**src/rtl/mips_bus_pkg.sv**
```systemverilog
// Shared definitions for the MIPS CPU Avalon-MM initiator.
//   state_t                : bus FSM states (IDLE, FETCH, DATA, RESP)
//   DEFAULT_TIMEOUT_CYCLES : default stall limit when MIPS_BUS_TIMEOUT_EN is defined
//   FETCH_BYTEENABLE       : lane enables driven for instruction fetches
//   word_align()           : clears address bits [1:0]
package mips_bus_pkg;

  typedef enum logic [1:0] {
    ST_IDLE  = 2'd0,
    ST_FETCH = 2'd1,
    ST_DATA  = 2'd2,
    ST_RESP  = 2'd3
  } state_t;

  localparam int unsigned DEFAULT_TIMEOUT_CYCLES = 64;
  localparam logic [3:0]  FETCH_BYTEENABLE       = 4'b1111;

  // Misaligned addresses are silently truncated to the containing word.
  function automatic logic [31:0] word_align(input logic [31:0] a);
    return {a[31:2], 2'b00};
  endfunction

endpackage

```
**src/rtl/mips_bus_watchdog.sv**
```systemverilog
// Stall counter for the Avalon initiator, used only when MIPS_BUS_TIMEOUT_EN
// is defined.
//   i_clk, i_reset : clock, synchronous active-high reset
//   i_active       : FSM is in FETCH or DATA (counter is held at 0 otherwise,
//                    so it is always clear on entry to a transfer)
//   i_stall        : waitrequest is high this cycle
//   o_timeout      : this is stall cycle number TIMEOUT_CYCLES; the FSM
//                    abandons the transfer on this edge
module mips_bus_watchdog #(
  parameter int unsigned TIMEOUT_CYCLES = 64
) (
  input  logic i_clk,
  input  logic i_reset,
  input  logic i_active,
  input  logic i_stall,
  output logic o_timeout
);

  localparam int CW = $clog2(TIMEOUT_CYCLES + 1);

  logic [CW-1:0] r_count;

  always_ff @(posedge i_clk) begin
    if (i_reset || !i_active) begin
      r_count <= '0;
    end else if (i_stall) begin
      r_count <= r_count + 1'b1;
    end
  end

  // r_count holds the number of stall cycles already seen, so the current
  // stall is the last one allowed when it equals TIMEOUT_CYCLES-1.
  assign o_timeout = i_active && i_stall && (r_count == CW'(TIMEOUT_CYCLES - 1));

endmodule

```
**src/rtl/mips_cpu_avalon_master.sv**
```systemverilog
// Avalon-MM initiator for the MIPS CPU. Arbitrates between the fetch port and
// the data port (data has fixed priority) and runs one Avalon transfer at a
// time. Optional stall timeout is enabled by defining MIPS_BUS_TIMEOUT_EN.
//
// Ports:
//   i_clk, i_reset           : clock, synchronous active-high reset
//   i_if_req/i_if_addr       : fetch request (held until o_if_ack)
//   o_if_ack/o_if_rdata      : one-cycle fetch ack, fetched word
//   i_d_req/i_d_we/i_d_addr  : data request, store flag, byte address
//   i_d_byteenable/i_d_wdata : store lanes and lane-aligned store data
//   o_d_ack/o_d_rdata        : one-cycle data ack, load word
//   o_address..o_writedata   : Avalon initiator outputs (address word-aligned)
//   i_waitrequest/i_readdata : Avalon responder stall and read data
//   o_bus_error              : pulses with the ack on a timeout abort
//   o_state                  : current FSM state (mips_bus_pkg::state_t encoding)
//
// Handshake: a requester raises req with stable fields and keeps them until
// its ack. The Avalon side completes on the first edge where read/write is
// high and waitrequest is low; until then all outputs are held unchanged.
module mips_cpu_avalon_master
  import mips_bus_pkg::*;
#(
  parameter int unsigned TIMEOUT_CYCLES = DEFAULT_TIMEOUT_CYCLES
) (
  input  logic        i_clk,
  input  logic        i_reset,
  input  logic        i_if_req,
  input  logic [31:0] i_if_addr,
  output logic        o_if_ack,
  output logic [31:0] o_if_rdata,
  input  logic        i_d_req,
  input  logic        i_d_we,
  input  logic [31:0] i_d_addr,
  input  logic [3:0]  i_d_byteenable,
  input  logic [31:0] i_d_wdata,
  output logic        o_d_ack,
  output logic [31:0] o_d_rdata,
  output logic [31:0] o_address,
  output logic [3:0]  o_byteenable,
  output logic        o_read,
  output logic        o_write,
  output logic [31:0] o_writedata,
  input  logic        i_waitrequest,
  input  logic [31:0] i_readdata,
  output logic        o_bus_error,
  output logic [1:0]  o_state
);

  state_t      r_state;
  state_t      w_next_state;
  logic [31:0] r_addr;
  logic [3:0]  r_be;
  logic [31:0] r_wdata;
  logic        r_we;
  logic        r_sel_data;   // 1: current transfer belongs to the data port
  logic [31:0] r_if_rdata;
  logic [31:0] r_d_rdata;
  logic        w_in_xfer;
  logic        w_timeout;

  assign w_in_xfer = (r_state == ST_FETCH) || (r_state == ST_DATA);

`ifdef MIPS_BUS_TIMEOUT_EN
  logic r_bus_error;

  mips_bus_watchdog #(
    .TIMEOUT_CYCLES(TIMEOUT_CYCLES)
  ) u_watchdog (
    .i_clk     (i_clk),
    .i_reset   (i_reset),
    .i_active  (w_in_xfer),
    .i_stall   (i_waitrequest),
    .o_timeout (w_timeout)
  );

  // Remembers whether the transfer that led into RESP was aborted.
  always_ff @(posedge i_clk) begin
    if (i_reset) begin
      r_bus_error <= 1'b0;
    end else begin
      r_bus_error <= w_timeout;
    end
  end

  assign o_bus_error = (r_state == ST_RESP) && r_bus_error;
`else
  // Without the watchdog the stall limit has no effect.
  logic w_unused_timeout_cfg;
  assign w_unused_timeout_cfg = (TIMEOUT_CYCLES == 0);
  assign w_timeout            = 1'b0;
  assign o_bus_error          = 1'b0;
`endif

  // Next-state logic
  always_comb begin
    w_next_state = r_state;
    case (r_state)
      ST_IDLE: begin
        if (i_d_req) begin
          w_next_state = ST_DATA;
        end else if (i_if_req) begin
          w_next_state = ST_FETCH;
        end
      end
      ST_FETCH, ST_DATA: begin
        if (!i_waitrequest || w_timeout) begin
          w_next_state = ST_RESP;
        end
      end
      ST_RESP: w_next_state = ST_IDLE;
      default: w_next_state = ST_IDLE;
    endcase
  end

  // State, request latch and read-data capture
  always_ff @(posedge i_clk) begin
    if (i_reset) begin
      r_state    <= ST_IDLE;
      r_addr     <= '0;
      r_be       <= '0;
      r_wdata    <= '0;
      r_we       <= 1'b0;
      r_sel_data <= 1'b0;
      r_if_rdata <= '0;
      r_d_rdata  <= '0;
    end else begin
      r_state <= w_next_state;
      case (r_state)
        ST_IDLE: begin
          if (i_d_req) begin
            r_addr     <= word_align(i_d_addr);
            r_be       <= i_d_byteenable;
            r_wdata    <= i_d_wdata;
            r_we       <= i_d_we;
            r_sel_data <= 1'b1;
          end else if (i_if_req) begin
            r_addr     <= word_align(i_if_addr);
            r_be       <= FETCH_BYTEENABLE;
            r_we       <= 1'b0;
            r_sel_data <= 1'b0;
          end
        end
        ST_FETCH: begin
          if (!i_waitrequest) begin
            r_if_rdata <= i_readdata;
          end
        end
        ST_DATA: begin
          if (!i_waitrequest && !r_we) begin
            r_d_rdata <= i_readdata;
          end
        end
        default: ;
      endcase
    end
  end

  // Strobes are decoded straight from the registered state, so they drop
  // together with the state change (completion, timeout or reset).
  assign o_read       = (r_state == ST_FETCH) || ((r_state == ST_DATA) && !r_we);
  assign o_write      = (r_state == ST_DATA) && r_we;
  assign o_address    = r_addr;
  assign o_byteenable = r_be;
  assign o_writedata  = r_wdata;
  assign o_if_ack     = (r_state == ST_RESP) && !r_sel_data;
  assign o_d_ack      = (r_state == ST_RESP) && r_sel_data;
  assign o_if_rdata   = r_if_rdata;
  assign o_d_rdata    = r_d_rdata;
  assign o_state      = r_state;

endmodule

```
**config.mk**
```make
export PLATFORM = sky130hd
export DESIGN_NAME = mips_cpu_avalon_master
export DESIGN_NICKNAME = d
export VERILOG_FILES = /design/src/rtl/mips_bus_pkg.sv /design/src/rtl/mips_bus_watchdog.sv /design/src/rtl/mips_cpu_avalon_master.sv
export SDC_FILE = /design/constraint.sdc
export NUM_CORES = 1
export LEC_CHECK = 0
export ABC_AREA = 0
export CAP_MARGIN = 15
export CORE_MARGIN = 4
export CORE_UTILIZATION = 36
export DETAILED_ROUTE_END_ITERATION = 10
export PLACE_DENSITY = 0.76
export SLEW_MARGIN = 40
export SYNTH_ARGS = -nofsm -noshare
export SYNTH_HDL_FRONTEND = slang
export SYNTH_HIERARCHICAL = 1
export SYNTH_SLANG_ARGS = --single-unit
```
**constraint.sdc**
```tcl
create_clock -name i_clk -period 1.3 [get_ports i_clk]
set_input_delay 0.39 -clock i_clk [delete_from_list [all_inputs] [get_ports i_clk]]
set_output_delay 0.39 -clock i_clk [all_outputs]
set_load 0.02 [all_outputs]
```
# Word level (Yosys, flattened, before mapping)
# Index checks and enable logic that the tools add are counted.
word_totals:
  ff_bits: 136
  inputBits: 138
  output_inout_bits: 139
  wordCells: 42
classes:
  eq_ne: 5
  mux: 11
  bitwise: 1
  reduce_logical: 17
ops:
  columns: ["cell", "n"]
  rows:
  - ["$mux W32", 2]
  - ["$reduce_and A2 Y1", 5]
  - ["$mux W4", 2]
  - ["$mux W2", 3]
  - ["$pmux W2 S3", 1]
  - ["$logic_and A1 B1 Y1", 5]
  - ["$eq A2 B2 Y1 const B", 2]
  - ["$logic_not A1 Y1", 3]
  - ["$mux W1", 3]
  - ["$ne A3 B3 Y1 const B", 1]
  - ["$eq A2 B1 Y1 const B", 1]
  - ["$logic_not A2 Y1", 1]
  - ["$ne A2 B2 Y1 const B", 1]
  - ["$reduce_bool A2 Y1", 1]
  - ["$reduce_or A2 Y1", 1]
  - ["$logic_or A1 B1 Y1", 1]
  - ["$not A1 Y1", 1]

# Longest topological paths before layout
depth:
  word_depth: 4
  ltp_mapped: 7
  ltp_nobuf: 5

# Worst setup path after synthesis
# Ideal clock, no wire load.
synth_timing:
  kind: "register -> register"
  from: "register r_state[0], in the netlist o_state[0]"
  to: "register r_sel_data"
  setup_time_ns: 0.128
  arrival_time_ns: 1.446
  required_time_ns: 1.172
  setup_slack_ns: -0.273
  stages_incl_launch_ff: 8
  n_path_buf: 2
  synth_period_minus_slack_ns: 1.573
  path_cell_list: "dfxtp_1 inv_1 ha_1 and2_1 buf_2 buf_2 a21oi_1 nor2_1"
synth_between:
  elab_chain_len: 2
synth_rtl:
  columns: ["item", "line", "text"]
  rows:
  - ["start: declaration", "mips_cpu_avalon_master.sv:49", "state_t r_state;"]
  - ["start signal: assignment", "mips_cpu_avalon_master.sv:127", "r_state <= w_next_state;"]
  - ["$logic_not A2 Y1", "mips_cpu_avalon_master.sv:128", "case (r_state)"]
  - ["$reduce_and A2 Y1 (no line)", null, null]
  - ["end signal: assignment", "mips_cpu_avalon_master.sv:123", "r_sel_data <= 1'b0;"]
  - ["end signal: assignment", "mips_cpu_avalon_master.sv:135", "r_sel_data <= 1'b1;"]
  - ["end signal: assignment", "mips_cpu_avalon_master.sv:140", "r_sel_data <= 1'b0;"]
  - ["end: declaration", "mips_cpu_avalon_master.sv:55", "logic r_sel_data;"]
# No other way between the ends.
# A chain may end at the register's enable or synchronous reset.

# Worst setup path after layout
layout_timing:
  from: "register r_state[1], in the netlist o_state[1]"
  to: "output o_read"
layout_between:
  elab_chain_len: 3
layout_rtl:
  columns: ["item", "line", "text"]
  rows:
  - ["$eq A2 B2 Y1", "mips_cpu_avalon_master.sv:160", "assign o_read = (r_state == ST_FETCH) || ((r_state == ST_DATA) && !r_we);"]
  - ["$logic_and A1 B1 Y1", "mips_cpu_avalon_master.sv:160", null]
  - ["$logic_or A1 B1 Y1 (*)", "mips_cpu_avalon_master.sv:160", null]
  - ["end: declaration", "mips_cpu_avalon_master.sv:40", "output logic o_read,"]
# Every way passes the cells marked *; elsewhere a longest branch is shown, timed or not.

==> flow_summary.json <==
{
  "min_period_ps": 1720,
  "synth.ff_latch_count": 134,
  "cts_root_buf": "clkbuf_16",
  "initial_core_util": 0.374,
  "drive_above_1_share": 0.570,
  "ctsHoldBuffers": 0,
  "finalHoldViolCount": 0,
  "place_congestion": 0.820,
  "clkTransAtPathRegs_ps": 60,
  "seq_area_frac_synth": 0.509,
  "setup_slack_ps": -421,
  "synthArstFlopShare": 0,
  "crit_buf_inv": 2,
  "clock_path_buffers": 2,
  "synth-edff-count": 0,
  "final.setup_skew_ps": 7.19,
  "die_area_um2": 16700,
  "vias": 5559,
  "status": "finished with violations",
  "yosysUniqueCellTypes": 28,
  "setup_viol": 139,
  "crit_type": "reg2out",
  "track_usage": 0.204,
  "cap_violations": 0,
  "cts_buffers": 17,
  "core_region_area_um2": 14100,
  "wl_mm": 20.4,
  "drt_iter0_drc": 236,
  "setup-tns-final_ps": -23240,
  "instances_no_fill": 1127,
  "netlist_area_um2": 5270,
  "cp_cell_sequence": "inv_4, ha_2, a21o_1, buf_6",
  "crit_path_start": "o_state[1]",
  "port_buffers": 269,
  "critical_path.startpoint_type": "flop",
  "power_w": 0.0198,
  "syn_to_final_growth_pct": 102,
  "crit_slowest_cell": "dfxtp_4",
  "routedWlPerCell_um": 18.1,
  "power.density_nw_per_um2": 1860,
  "fmax_mhz": 581,
  "dominantRegCellSynth": "dfxtp_1",
  "rsz0062_at_grt": "yes",
  "dpl.cell_count": 1041,
  "grt_overflow": 0,
  "ant_nets": 0,
  "ioPinCount": 277,
  "layout_commonest_cell": "nand2_1",
  "grt_pass1_wl_mm": 27.0,
  "hp-class": "in2reg",
  "final_cell_mix": "nand2_1 (156), clkdlybuf4s50_1 (131), buf_6 (127)",
  "fin_nets": 1076,
  "clk_latency_ps": 410,
  "firstDrtPassIters": 4,
  "worst_hold_slack_ps": 338,
  "arrival_ps": 1330,
  "worstHoldStart": "i_reset",
  "cpPeakStageDelay_ps": 390,
  "clock-sinks": 134,
  "endpoint_kind": "primary output",
  "path_max_fanout": 4,
  "dpl.hpwl_mm": 11.8,
  "critPathTopFamily": "flip-flops",
  "leakage_nw": 4.24,
  "required_ps": 910,
  "antenna_found_initial": 1,
  "syn_area_per_cell_um2": 8.66,
  "die-height_um": 129,
  "fin_crit_sh": 1.32,
  "cts_tree": "built",
  "vias_per_cell": 4.93,
  "num_rows": 43,
  "die_x_um": 129,
  "grt_max_degree": 58,
  "r2r-start": "o_state[1]",
  "grt_pass1_vias": 5332,
  "peakVddDrop_mv": 1.16,
  "h-tree-depth": 4,
  "finalMaxSlewViolations": 0,
  "yosys_warnings": 6,
  "violations": "setup timing",
  "synth_cells": 609,
  "drc": 0
}
-- metal layers --
layer	vias to the layer above	global-route usage	part of all wire
met5	-	0	0
met4	0	0.0710	0.021
met3	35	0.0668	0.073
met2	194	0.365	0.54
met1	2657	0.227	0.37
li1	2673	-	-
-- cells in the mapped netlist, drive strengths merged (2+ instances only) --
library cell,number,area (µm²)
nand2,194,731
dfxtp,134,2680
a21oi,97,485
nor2,41,154
buf,38,253
a211oi,30,375
mux2i,30,300
clkbuf,12,45.0
ha,5,62.6
and2,4,25.0
nor3,4,20.0
inv,3,11.3
nand2b,3,18.8
a2111o,2,22.5
nor2b,2,12.5
nor3b,2,20.0
o31ai,2,15.0
-- cell families after synthesis --
logic type / Yosys count / share of synthesized area
simple gates: 251 / 0.188
compound gates: 135 / 0.176
flops: 134 / 0.509
buf+inv: 53 / 0.0586
mux: 30 / 0.0569
fa+ha+maj: 5 / 0.0119
other cells: 1 / 0.000711
-- per-stage QoR --
stage                     area, µm²  worst slack, ps   util
final                         10600             -421  0.754
after global routing          10600             -470  0.754
after CTS                      9270             -394  0.658
after detailed placement       8290             -412  0.588
after global placement         8290             -396  0.588
after floorplan                5330            -98.8      -
-- worst reg2reg max path, stage by stage, from the launching register on --
cell and delay [ps]:
dfxtp_4 370, inv_4 60, buf_4 130, ha_4 160, o21a_4 270, buf_12 160, buf_16 150, nor2_1 60
a211oi_2 170
-- flip-flops by register name, indices dropped and copies added (netlist names) --
signal / flops
o_d_rdata: 32
o_if_rdata: 32
o_writedata: 32
o_address: 30
o_byteenable: 4
o_state: 2
r_sel_data: 1
r_we: 1
-- final timing paths --
path	end	slack [ps]	cells past startpoint
worst max register to register	o_address[24]	-300	8
worst min-delay path	o_d_rdata[22]	340	2
worst min register to register	o_writedata[26]	460	2
worst max-delay path	o_read	-420	4
-- cell type report --
type	count	area, µm²
Antenna cell	1	2.50
Clock buffer	18	439
Clock inverter	14	149
Fill cell	906	3470
Inverter	3	16.3
Multi-Input combinational cell	424	3040
Sequential cell	134	2870
Tap cell	180	225
Timing Repair Buffer	353	3880
-- repair_timing --
item,in CTS,in global routing
gates cloned,6,14
buffers inserted,8,29
pin swaps,35,45
setup endpoints to repair,270,252
gates resized for setup,836,303
-- power breakdown --
part           switching, W  internal (W)  total (W)
Combinational       0.00433       0.00468    0.00901
Clock               0.00187       0.00289    0.00475
Sequential         0.000769       0.00528    0.00605
Total               0.00697        0.0129     0.0198
(Power assumes the default switching activity.)
